==> src/rtl/c_dlatch_bank_ctrl.sv <==
// Write scheduler for a bank of level-sensitive D-latch words: round-robin grant
// between two requesters, setup/open/hold enable sequencing and a readback mux.
module c_dlatch_bank_ctrl #(
  parameter int WIDTH    = 2,
  parameter int WORDS    = 4,
  parameter int AW       = 2,
  parameter int OPEN_CYC = 1
) (
  input  logic                   clk,
  input  logic                   rst,
  input  logic                   req0,
  input  logic [AW-1:0]          addr0,
  input  logic [WIDTH-1:0]       data0,
  output logic                   gnt0,
  output logic                   done0,
  input  logic                   req1,
  input  logic [AW-1:0]          addr1,
  input  logic [WIDTH-1:0]       data1,
  output logic                   gnt1,
  output logic                   done1,
  output logic                   err,
  output logic                   busy,
  output logic [WIDTH-1:0]       lat_d,
  output logic [WORDS-1:0]       lat_en,
  input  logic [WORDS*WIDTH-1:0] lat_q,
  input  logic [AW-1:0]          rd_addr,
  output logic [WIDTH-1:0]       rd_data
);

  localparam logic [1:0] ST_IDLE  = 2'd0;
  localparam logic [1:0] ST_SETUP = 2'd1;
  localparam logic [1:0] ST_OPEN  = 2'd2;
  localparam logic [1:0] ST_HOLD  = 2'd3;

  localparam int            CW       = (OPEN_CYC > 1) ? $clog2(OPEN_CYC) : 1;
  localparam logic [CW-1:0] CNT_LAST = CW'(OPEN_CYC - 1);

  logic [1:0]       state_r;
  logic [1:0]       state_nx_s;
  logic [AW-1:0]    addr_r;
  logic             owner_r;
  logic             last_r;
  logic [CW-1:0]    cnt_r;
  logic [WIDTH-1:0] lat_d_r;
  logic [WORDS-1:0] lat_en_r;
  logic [WORDS-1:0] dec_s;
  logic             done0_r;
  logic             done1_r;
  logic             err_r;
  logic             busy_r;
  logic             win1_s;
  logic             grant_s;
  logic             addr_oor_s;

  // Arbitration: a lone request wins; on a tie the requester not served last wins.
  always_comb begin
    win1_s  = req1 & (~req0 | ~last_r);
    gnt0    = (state_r == ST_IDLE) & req0 & ~win1_s;
    gnt1    = (state_r == ST_IDLE) & req1 & win1_s;
    grant_s = gnt0 | gnt1;
  end

  // Word decode of the captured address; out-of-range addresses decode to no word.
  always_comb begin
    dec_s      = '0;
    addr_oor_s = (32'(addr_r) >= 32'(WORDS));
    for (int k = 0; k < WORDS; k++) begin
      dec_s[k] = (32'(addr_r) == 32'(k));
    end
  end

  // Next-state logic for the setup/open/hold write sequence.
  always_comb begin
    state_nx_s = state_r;
    case (state_r)
      ST_IDLE:  state_nx_s = grant_s ? ST_SETUP : ST_IDLE;
      ST_SETUP: state_nx_s = ST_OPEN;
      ST_OPEN:  state_nx_s = (cnt_r == CNT_LAST) ? ST_HOLD : ST_OPEN;
      ST_HOLD:  state_nx_s = ST_IDLE;
      default:  state_nx_s = ST_IDLE;
    endcase
  end

  // Sequencer state and registered latch-side outputs, decoded from next state
  // so lat_en and lat_d only ever change on a clock edge.
  always_ff @(posedge clk or posedge rst) begin
    if (rst) begin
      state_r  <= ST_IDLE;
      addr_r   <= '0;
      owner_r  <= 1'b0;
      last_r   <= 1'b1;
      cnt_r    <= '0;
      lat_d_r  <= '0;
      lat_en_r <= '0;
      done0_r  <= 1'b0;
      done1_r  <= 1'b0;
      err_r    <= 1'b0;
      busy_r   <= 1'b0;
    end else begin
      state_r <= state_nx_s;
      busy_r  <= (state_nx_s != ST_IDLE);
      if (grant_s) begin
        addr_r  <= win1_s ? addr1 : addr0;
        lat_d_r <= win1_s ? data1 : data0;
        owner_r <= win1_s;
        last_r  <= win1_s;
      end
      cnt_r    <= (state_r == ST_OPEN) ? cnt_r + CW'(1) : '0;
      lat_en_r <= (state_nx_s == ST_OPEN) ? dec_s : '0;
      done0_r  <= (state_nx_s == ST_HOLD) & ~owner_r;
      done1_r  <= (state_nx_s == ST_HOLD) & owner_r;
      err_r    <= (state_nx_s == ST_HOLD) & addr_oor_s;
    end
  end

  // Readback mux; unmapped addresses read as zero.
  always_comb begin
    rd_data = '0;
    for (int k = 0; k < WORDS; k++) begin
      rd_data = (32'(rd_addr) == 32'(k)) ? lat_q[k*WIDTH +: WIDTH] : rd_data;
    end
  end

  assign lat_d  = lat_d_r;
  assign lat_en = lat_en_r;
  assign done0  = done0_r;
  assign done1  = done1_r;
  assign err    = err_r;
  assign busy   = busy_r;

endmodule

==> config.mk <==
export PLATFORM = sky130hd
export DESIGN_NAME = c_dlatch_bank_ctrl
export DESIGN_NICKNAME = d
export VERILOG_FILES = /design/src/rtl/c_dlatch_bank_ctrl.sv
export SDC_FILE = /design/constraint.sdc
export NUM_CORES = 1
export LEC_CHECK = 0
export ABC_AREA = 1
export BUFFER_PORTS_ARGS = -buffer_cell sky130_fd_sc_hd__clkbuf_2
export CORE_MARGIN = 5
export CORE_UTILIZATION = 40
export DETAILED_ROUTE_END_ITERATION = 8
export PLACE_DENSITY = 0.71
export SLEW_MARGIN = 20
export SYNTH_ARGS = -nofsm -noshare
export SYNTH_HDL_FRONTEND = slang
export SYNTH_SLANG_ARGS = --single-unit
==> constraint.sdc <==
create_clock -name clk -period 1.2 [get_ports clk]
set_input_delay 0.06 -clock clk [delete_from_list [all_inputs] [get_ports clk]]
set_output_delay 0.06 -clock clk [all_outputs]
set_load 0.005 [all_outputs]
==> impl_metrics.ini, run 1 <==
[status]
status = complete, but fails checks
violations = setup timing

[finish]
final_cell_area_mm2 = 0.00122
final_common_cell = clkbuf_2
num-nets-final = 169
diodes = 0
final_cell_mix = 32 x clkbuf_2, 22 x nand2_1, 15 x dfrtp_1, 13 x inv_1, 7 x nand3_1
area_delta_synth_final_pct = 56.2
nFillCells = 169
drive_above_1_share = 0.531

[floorplanning]
core_mm2 = 0.00192
die_area_mm2 = 0.00294
die_x_um = 54.3
initial_utilization = 0.408
dieHeight_um = 54.3
ioPinCount = 36
rows = 16

[worst_setup_path]
critPathRequiredTime_ns = 1.14
end_kind = output port
critPathKind = reg -> out
cp-start-kind = flop
critPathMaxFanout = 4
worstPathArrival_ns = 1.29

[timing]
fmax_mhz = 740
rsz0062_at_grt = true
setup-violations-final = 14
finClkSkew_ns = 0.00620
fin_crit_sh = 1.13
setup_ws_ns = -0.151
slew_viol_final = 0
max-slew-margin-rel = 0.616
tightest_slew_ns = 0.575
finalCriticalPeriod_ns = 1.35
whs_ns = 0.0864
hold_viol = 0

[route]
vias = 790
drc = 0
wl_per_cell_um = 11.5
drtIter0Drc = 5
finalWirelength_mm = 1.95
viasPerCell = 4.65
drtAntennaViolNets = 0
firstDrtPassIters = 4

[clock_network]
clkLatencyLatePin_ns = 0.28
clockBufferDepth = 2
clockRootBuffer = clkbuf_4
cts_tree = built
clock_sinks = 16
numCtsBuffers = 3
cts.reportedPaths.clkPinSlew_ns = 0.09
htreeDepth = 1

[min_path]
hold_class = in -> reg

[flow_run]
maxCapViolations = 0

[logic_synthesis]
synth_cells = 97
yosysSeqAreaShare = 0.513
synth.avg_cell_area_um2 = 8.07
ys_warn_count = 0
netlist_area_um2 = 783
ys_ff_latch = 16
syn-num-nets = 122
ys_types = 17

[placed_design]
placed_cell_area_um2 = 983
gp_congestion = 0.784
dp_hpwl_mm = 1.37
numPortBuffers = 34

[power_and_ir_drop]
p_leak_uw = 0.000696
p_per_area_mw_per_mm2 = 2290
max-vdd-ir-drop_uv = 1170

[global_routing]
grt_pass1_vias = 729
grt_pass1_wl_mm = 2.77
grt_start_max_net_pins = 17
overflow = 0
grt_util_all_layers = 0.130
antenna_found_initial = 0
[critical path, cell delays in order (launching register included)]
cell and delay (ns):
dfrtp_1 0.38, inv_2 0.11, ha_4 0.18, nand2_2 0.10, nor2_2 0.12, buf_2 0.12
[worst paths after layout]
path	start	endpoint	slack [ns]	depth (start not counted)
max	state_r[0]	gnt0	-0.15	5
min	data0[1]	lat_d[1]	0.09	5
max reg2reg	state_r[1]	state_r[0]	-0.12	8
min reg2reg	owner_r	done0	0.43	1
max in group asynchronous	rst	last_r	0.46	3
min in group asynchronous	rst	done0	0.36	3
[sequential cells by signal, summed over array words and instances (netlist names)]
| name | flops |
|---|---|
| cnt_r | 1 |
| lat_en | 4 |
| last_r | 1 |
| addr_r | 2 |
| lat_d | 2 |
| state_r | 2 |
| owner_r | 1 |
| done1 | 1 |
| busy | 1 |
| done0 | 1 |
[kinds of logic after synthesis]
kind of cell / share of synthesized area
buffers and inverters: 0.110
AOI/OAI and AO/OA: 0.0319
DFF: 0.513
and+or+nand+nor: 0.292
adders and majority gates: 0.0479
other: 0.00479
[per-layer routing]
layer | track usage | wire, µm | up-vias
met3 | 0.0245 | 161 | 4
met5 | 0 | 0 | -
met1 | 0.136 | 716 | 366
li1 | - | - | 388
met4 | 0.0705 | 35 | 0
met2 | 0.241 | 1040 | 32
[layout make-up]
type                    count  area, µm²  share of cell area
multi-input cells          61        414               0.338
repair buffers             44        280               0.229
clock buffers               4       26.3              0.0215
well taps                  27       33.8              0.0276
flip-flops and latches     16        402               0.328
inverters                  18       67.6              0.0552
[synth_stat cells (all sizes together)]
library cell	n	area, µm²
nand4	2	12.5
o21ai	5	25.0
dfstp	1	26.3
conb	1	3.75
ha	3	37.5
inv	18	67.6
nand3	9	50.1
nand2	31	121
nor2	8	30.0
buf	2	18.8
or2	1	6.26
and2	1	8.76
dfrtp	15	375
[stage by stage]
stage                     std cells  setup TNS [ns]  utilization  worst slack, ns  power [µW]
after floorplan                  97               0            -           0.0552        1520
after global placement          158               0        0.512           0.0139        1820
after detailed placement        158          -0.138        0.512          -0.0397        1870
after CTS                       166           -1.08        0.571           -0.149        2380
after global routing            170           -2.04        0.637           -0.220        3030
final                           170           -1.14        0.637           -0.151        2800
[power by group]
group / switching [µW] / total (µW) / internal [µW] / leakage, µW
clock network: 155 / 284 / 129 / 0.0000150
logic: 841 / 1610 / 771 / 0.000479
registers: 122 / 904 / 782 / 0.000202
total: 1120 / 2800 / 1680 / 0.000696
[timing repair]
item	4_1_cts	5_1_grt
gates resized for setup	16	27
buffers inserted	3	4
pin swaps	10	10
setup endpoints to repair	11	14
hold buffers	1	0
hold endpoints to repair	15	0
No activity file was read; power rests on OpenSTA's default activity.
==> run 2, diff against run 1 <==
--- a/config.mk
+++ b/config.mk
@@ -8,9 +8,9 @@
 export ABC_AREA = 1
 export BUFFER_PORTS_ARGS = -buffer_cell sky130_fd_sc_hd__clkbuf_2
 export CORE_MARGIN = 5
-export CORE_UTILIZATION = 40
+export CORE_UTILIZATION = 30
 export DETAILED_ROUTE_END_ITERATION = 8
-export PLACE_DENSITY = 0.71
+export PLACE_DENSITY = 0.55
 export SLEW_MARGIN = 20
 export SYNTH_ARGS = -nofsm -noshare
 export SYNTH_HDL_FRONTEND = slang
==> impl_metrics.ini, run 2 (synthesis gave the netlist of run 1 again) <==
[floorplanning]
core_mm2 = 0.00248
die_x_um = 61.1
die_area_mm2 = 0.00373
rows = 18
initial_utilization = 0.316
dieHeight_um = 61.1
ioPinCount = 36

[route]
drtIter0Drc = 11
finalWirelength_mm = 1.70
drtAntennaViolNets = 0
firstDrtPassIters = 3
wl_per_cell_um = 9.88
drc = 0
viasPerCell = 4.20
vias = 723

[placed_design]
dp_slack_ns = -0.0255
dp_hpwl_mm = 1.32
gp_congestion = 0.749
numPortBuffers = 34

[timing]
finClkSkew_ns = 0.00127
max-slew-margin-rel = 0.600
whs_ns = 0.0736
rsz0062_at_grt = true
slew_viol_final = 0
setup_ws_ns = -0.128
fin_crit_sh = 1.11
finalCriticalPeriod_ns = 1.33
hold_viol = 0
tightest_slew_ns = 0.599
fmax_mhz = 753
setup-violations-final = 14

[power_and_ir_drop]
p_leak_uw = 0.000666
power.net_switching_uw = 942
p_per_area_mw_per_mm2 = 2160
power.internal_uw = 1520
p_clk_frac = 0.119
pwr-share-comb = 0.523
swShare = 0.382
max-vdd-ir-drop_uv = 767
sequentialPowerShare = 0.358

[worst_setup_path]
cpMostUsedCell = nor2_1
critPathKind = reg -> reg
cpPeakStageDelay_ns = 0.40
critPathMaxFanout = 4
r2r_cells = 8
end_kind = flop
cp_cell_sequence = buf_4 > ha_2 > inv_2 > nor2_1 > or2_1 > nand2_2 > nand2_4 > nor2_1
worstPathArrival_ns = 1.55
critPathRequiredTime_ns = 1.42
cp-start-kind = flop
crit_slowest_cell = dfrtp_1

[global_routing]
antenna_found_initial = 0
overflow = 0
grt_util_all_layers = 0.104
grt_pass1_wl_mm = 2.80
grt_start_max_net_pins = 17
grt_pass1_vias = 724

[finish]
diodes = 0
seqCellArea_um2 = 402
final_common_cell = clkbuf_2
num-nets-final = 168
final_cell_mix = 32 x clkbuf_2, 24 x nand2_1, 15 x dfrtp_1, 13 x inv_1, 8 x nand3_1
largest_register_ffs = 4
nFillCells = 257
multiInputGateArea_um2 = 349
area_delta_synth_final_pct = 46.0
drive_above_1_share = 0.458

[clock_network]
clock_sinks = 16
clockRootBuffer = clkbuf_4
clkLatencyLatePin_ns = 0.28
cts_tree = built
clockBufferDepth = 2
htreeDepth = 1
cts.reportedPaths.clkPinSlew_ns = 0.09
numCtsBuffers = 3

[min_path]
holdPathStages = 5
hold_class = in -> reg

[flow_run]
maxCapViolations = 0

[status]
status = complete, but fails checks
violations = setup timing
## run 2: cell count changes in the layout (fill, tap and decap cells not counted), moves of 2 or more
cell     change
nand2_1      +2
ha_2         +2
nand2_4      -3
ha_4         -2
o21ai_2      -2
nor2_2       -4
o21ai_1      +2
nor2_1       +4
## run 2: worst max-delay path, delay by kind of cell (launching register included)
family,cells,cell delay [ns]
and+or+nand+nor,5,0.53
adders and majority gates,1,0.16
DFF,1,0.40
buffers and inverters,2,0.17
## run 2: worst paths after layout
| kind | slack (ns) | from | to |
|---|---|---|---|
| setup / recovery | -0.13 | state_r[1] | lat_en[2] |
| hold / removal | 0.07 | data1[1] | lat_d[1] |
| setup reg to reg | -0.13 | state_r[1] | lat_en[2] |
| hold reg to reg | 0.42 | cnt_r | cnt_r |
| max in group asynchronous | 0.45 | rst | lat_en[3] |
| min in group asynchronous | 0.36 | rst | cnt_r |
## run 2: per-layer routing
| layer | wire length (µm) | GRT usage | up-vias |
|---|---|---|---|
| met5 | 0 | 0 | - |
| met4 | 28 | 0.0464 | 0 |
| met3 | 192 | 0.0356 | 6 |
| met2 | 792 | 0.163 | 32 |
| met1 | 686 | 0.128 | 305 |
| li1 | - | - | 380 |
## run 2: power by group through the flow
stage               sequential [µW]  clock [µW]  combinational [µW]
floorplan                       889           0                 627
global placement                883           0                 962
detailed placement              885           0                 971
CTS                             882         304                1200
global route                    915         328                1460
finish                          883         292                1290
## run 2: final cells by class
cell class	count	area share
clock buffers	4	0.0230
inverters	18	0.0591
multi-input cells	61	0.305
flip-flops and latches	16	0.351
well taps	30	0.0328
repair buffers	43	0.229
## run 2: per-stage QoR
step	TNS, ns	utilization	area, µm²	total power (µW)	cells
CTS	-1.01	0.448	1110	2380	172
detailed placement	-0.0818	0.402	995	1860	162
finish	-1.02	0.462	1140	2460	172
floorplan	0	-	783	1520	97
global route	-1.90	0.462	1140	2710	172
global placement	-0.00260	0.402	995	1840	162
## run 2: repair_timing
| item | CTS | global route |
|---|---|---|
| pin swaps | 7 | 4 |
| hold endpoints to repair | 15 | 0 |
| hold buffers | 1 | 0 |
| gates resized for setup | 13 | 12 |
| endpoints found under the setup margin | 10 | 14 |
| setup buffers | 5 | 0 |
==> run 3, diff against run 2 <==
--- a/config.mk
+++ b/config.mk
@@ -10,6 +10,7 @@
 export CORE_MARGIN = 5
 export CORE_UTILIZATION = 30
 export DETAILED_ROUTE_END_ITERATION = 8
+export MAX_ROUTING_LAYER = met4
 export PLACE_DENSITY = 0.55
 export SLEW_MARGIN = 20
 export SYNTH_ARGS = -nofsm -noshare
==> impl_metrics.ini, run 3 (synthesis gave the netlist of run 1 again) <==
[timing]
tightest_slew_ns = 0.599
slew_viol_final = 0
tns_ns = -1.02
max-slew-margin-rel = 0.600
fin_crit_sh = 1.11
finClkSkew_ns = 0.00125
setup-violations-final = 14
whs_ns = 0.0736
fmax_mhz = 752
setup_ws_ns = -0.129
rsz0062_at_grt = true
hold_viol = 0
finalCriticalPeriod_ns = 1.33

[finish]
area_delta_synth_final_pct = 46.0
drive_above_1_share = 0.458
final_cell_mix = 32 x clkbuf_2, 24 x nand2_1, 15 x dfrtp_1, 13 x inv_1, 8 x nand3_1
largest_register_ffs = 4
num-nets-final = 168
diodes = 0
final_common_cell = clkbuf_2

[floorplanning]
die_x_um = 61.1
die_area_mm2 = 0.00373
ioPinCount = 36
rows = 18
core_mm2 = 0.00248
initial_utilization = 0.316
dieHeight_um = 61.1

[route]
vias = 723
firstDrtPassIters = 3
drtAntennaViolNets = 0
drtIter0Drc = 17
wl_per_cell_um = 9.88
viasPerCell = 4.20
drc = 0
finalWirelength_mm = 1.70

[worst_setup_path]
critPathRequiredTime_ns = 1.14
end_kind = output port
critPathKind = reg -> out
worstPathArrival_ns = 1.27
rrSetupSlack_ns = -0.13
r2r_end = lat_en[2]
critPathMaxFanout = 2
r2r_cells = 8
cp_cell_sequence = nand2_2 > and2_4 > nor2_1 > buf_2
cp-start-kind = flop
crit_slowest_cell = dfstp_2
r2r_start = state_r[1]
cpLargestDelayFamily = flip-flops
cp_num_buf_inv = 1
cpPeakStageDelay_ns = 0.55

[clock_network]
clockRootBuffer = clkbuf_4
clockBufferDepth = 2
cts_tree = built
numCtsBuffers = 3
clkLatencyLatePin_ns = 0.28
cts.reportedPaths.clkPinSlew_ns = 0.09
clock_sinks = 16
htreeDepth = 1

[global_routing]
overflow = 0
antenna_found_initial = 0
grt_pass1_wl_mm = 2.81
grt_start_max_net_pins = 17
grt_util_all_layers = 0.107
grt_pass1_vias = 723

[min_path]
min_to = lat_d[1]
holdPathStages = 5
hold_class = in -> reg
holdCritStartpoint = data1[1]

[power_and_ir_drop]
p_leak_uw = 0.000666
max-vdd-ir-drop_uv = 767
p_per_area_mw_per_mm2 = 2160
power_uw = 2470

[status]
violations = setup timing
status = complete, but fails checks

[placed_design]
dp_hpwl_mm = 1.32
numPortBuffers = 34
gp_congestion = 0.759

[flow_run]
maxCapViolations = 0
-- run 3: cell counts in the layout (fill, tap and decap cells not counted) --
No cell type changed its count.
-- run 3: worst min-delay path, delay by kind of cell --
family	cells	cell delay (ns)
buffers and inverters	1	0.08
and+or+nand+nor	3	0.15
AOI/OAI and AO/OA	1	0.04
-- run 3: metal layers --
| layer | GRT usage | up-vias | share of wire |
|---|---|---|---|
| met5 | - | - | 0 |
| met4 | 0.0464 | 0 | 0.016 |
| met3 | 0.0314 | 6 | 0.10 |
| met2 | 0.163 | 32 | 0.47 |
| met1 | 0.130 | 305 | 0.41 |
| li1 | - | 380 | - |
-- run 3: timing repair --
item,in CTS,in global routing
endpoints found under the setup margin,10,14
setup buffers,5,0
endpoints found under the hold margin,15,0
resized for setup,13,12
hold buffers,1,0
pin swaps,7,4
-- run 3: worst max path at each step --
stage,from,to,cells past startpoint
2_1_floorplan,state_r[0],addr_r[1],7
3_3_place_gp,state_r[0],lat_d[1],7
3_5_place_dp,state_r[0],lat_en[2],8
4_1_cts,last_r,gnt0,4
5_1_grt,state_r[1],lat_en[2],8
6_report,last_r,gnt0,4
-- run 3: stage by stage --
stage	area [µm²]	setup slack [ns]	instances	util
6_report	1140	-0.129	172	0.462
5_1_grt	1140	-0.190	172	0.462
4_1_cts	1110	-0.139	172	0.448
3_5_place_dp	995	-0.0255	162	0.402
3_3_place_gp	995	-0.00121	162	0.402
2_1_floorplan	783	0.0552	97	-
-- run 3: final cells by class --
| class | count | area (µm²) |
|---|---|---|
| fill | 257 | 1330 |
| sequential | 16 | 402 |
| multi-input combinational | 61 | 349 |
| timing repair buffer | 43 | 262 |
| inverter | 18 | 67.6 |
| tap | 30 | 37.5 |
| clock buffer | 4 | 26.3 |
-- run 3: report_power, final --
group | switching, µW | total (µW) | internal, µW
Sequential | 102 | 883 | 781
Combinational | 676 | 1290 | 613
Clock | 163 | 293 | 129
Total | 942 | 2470 | 1520
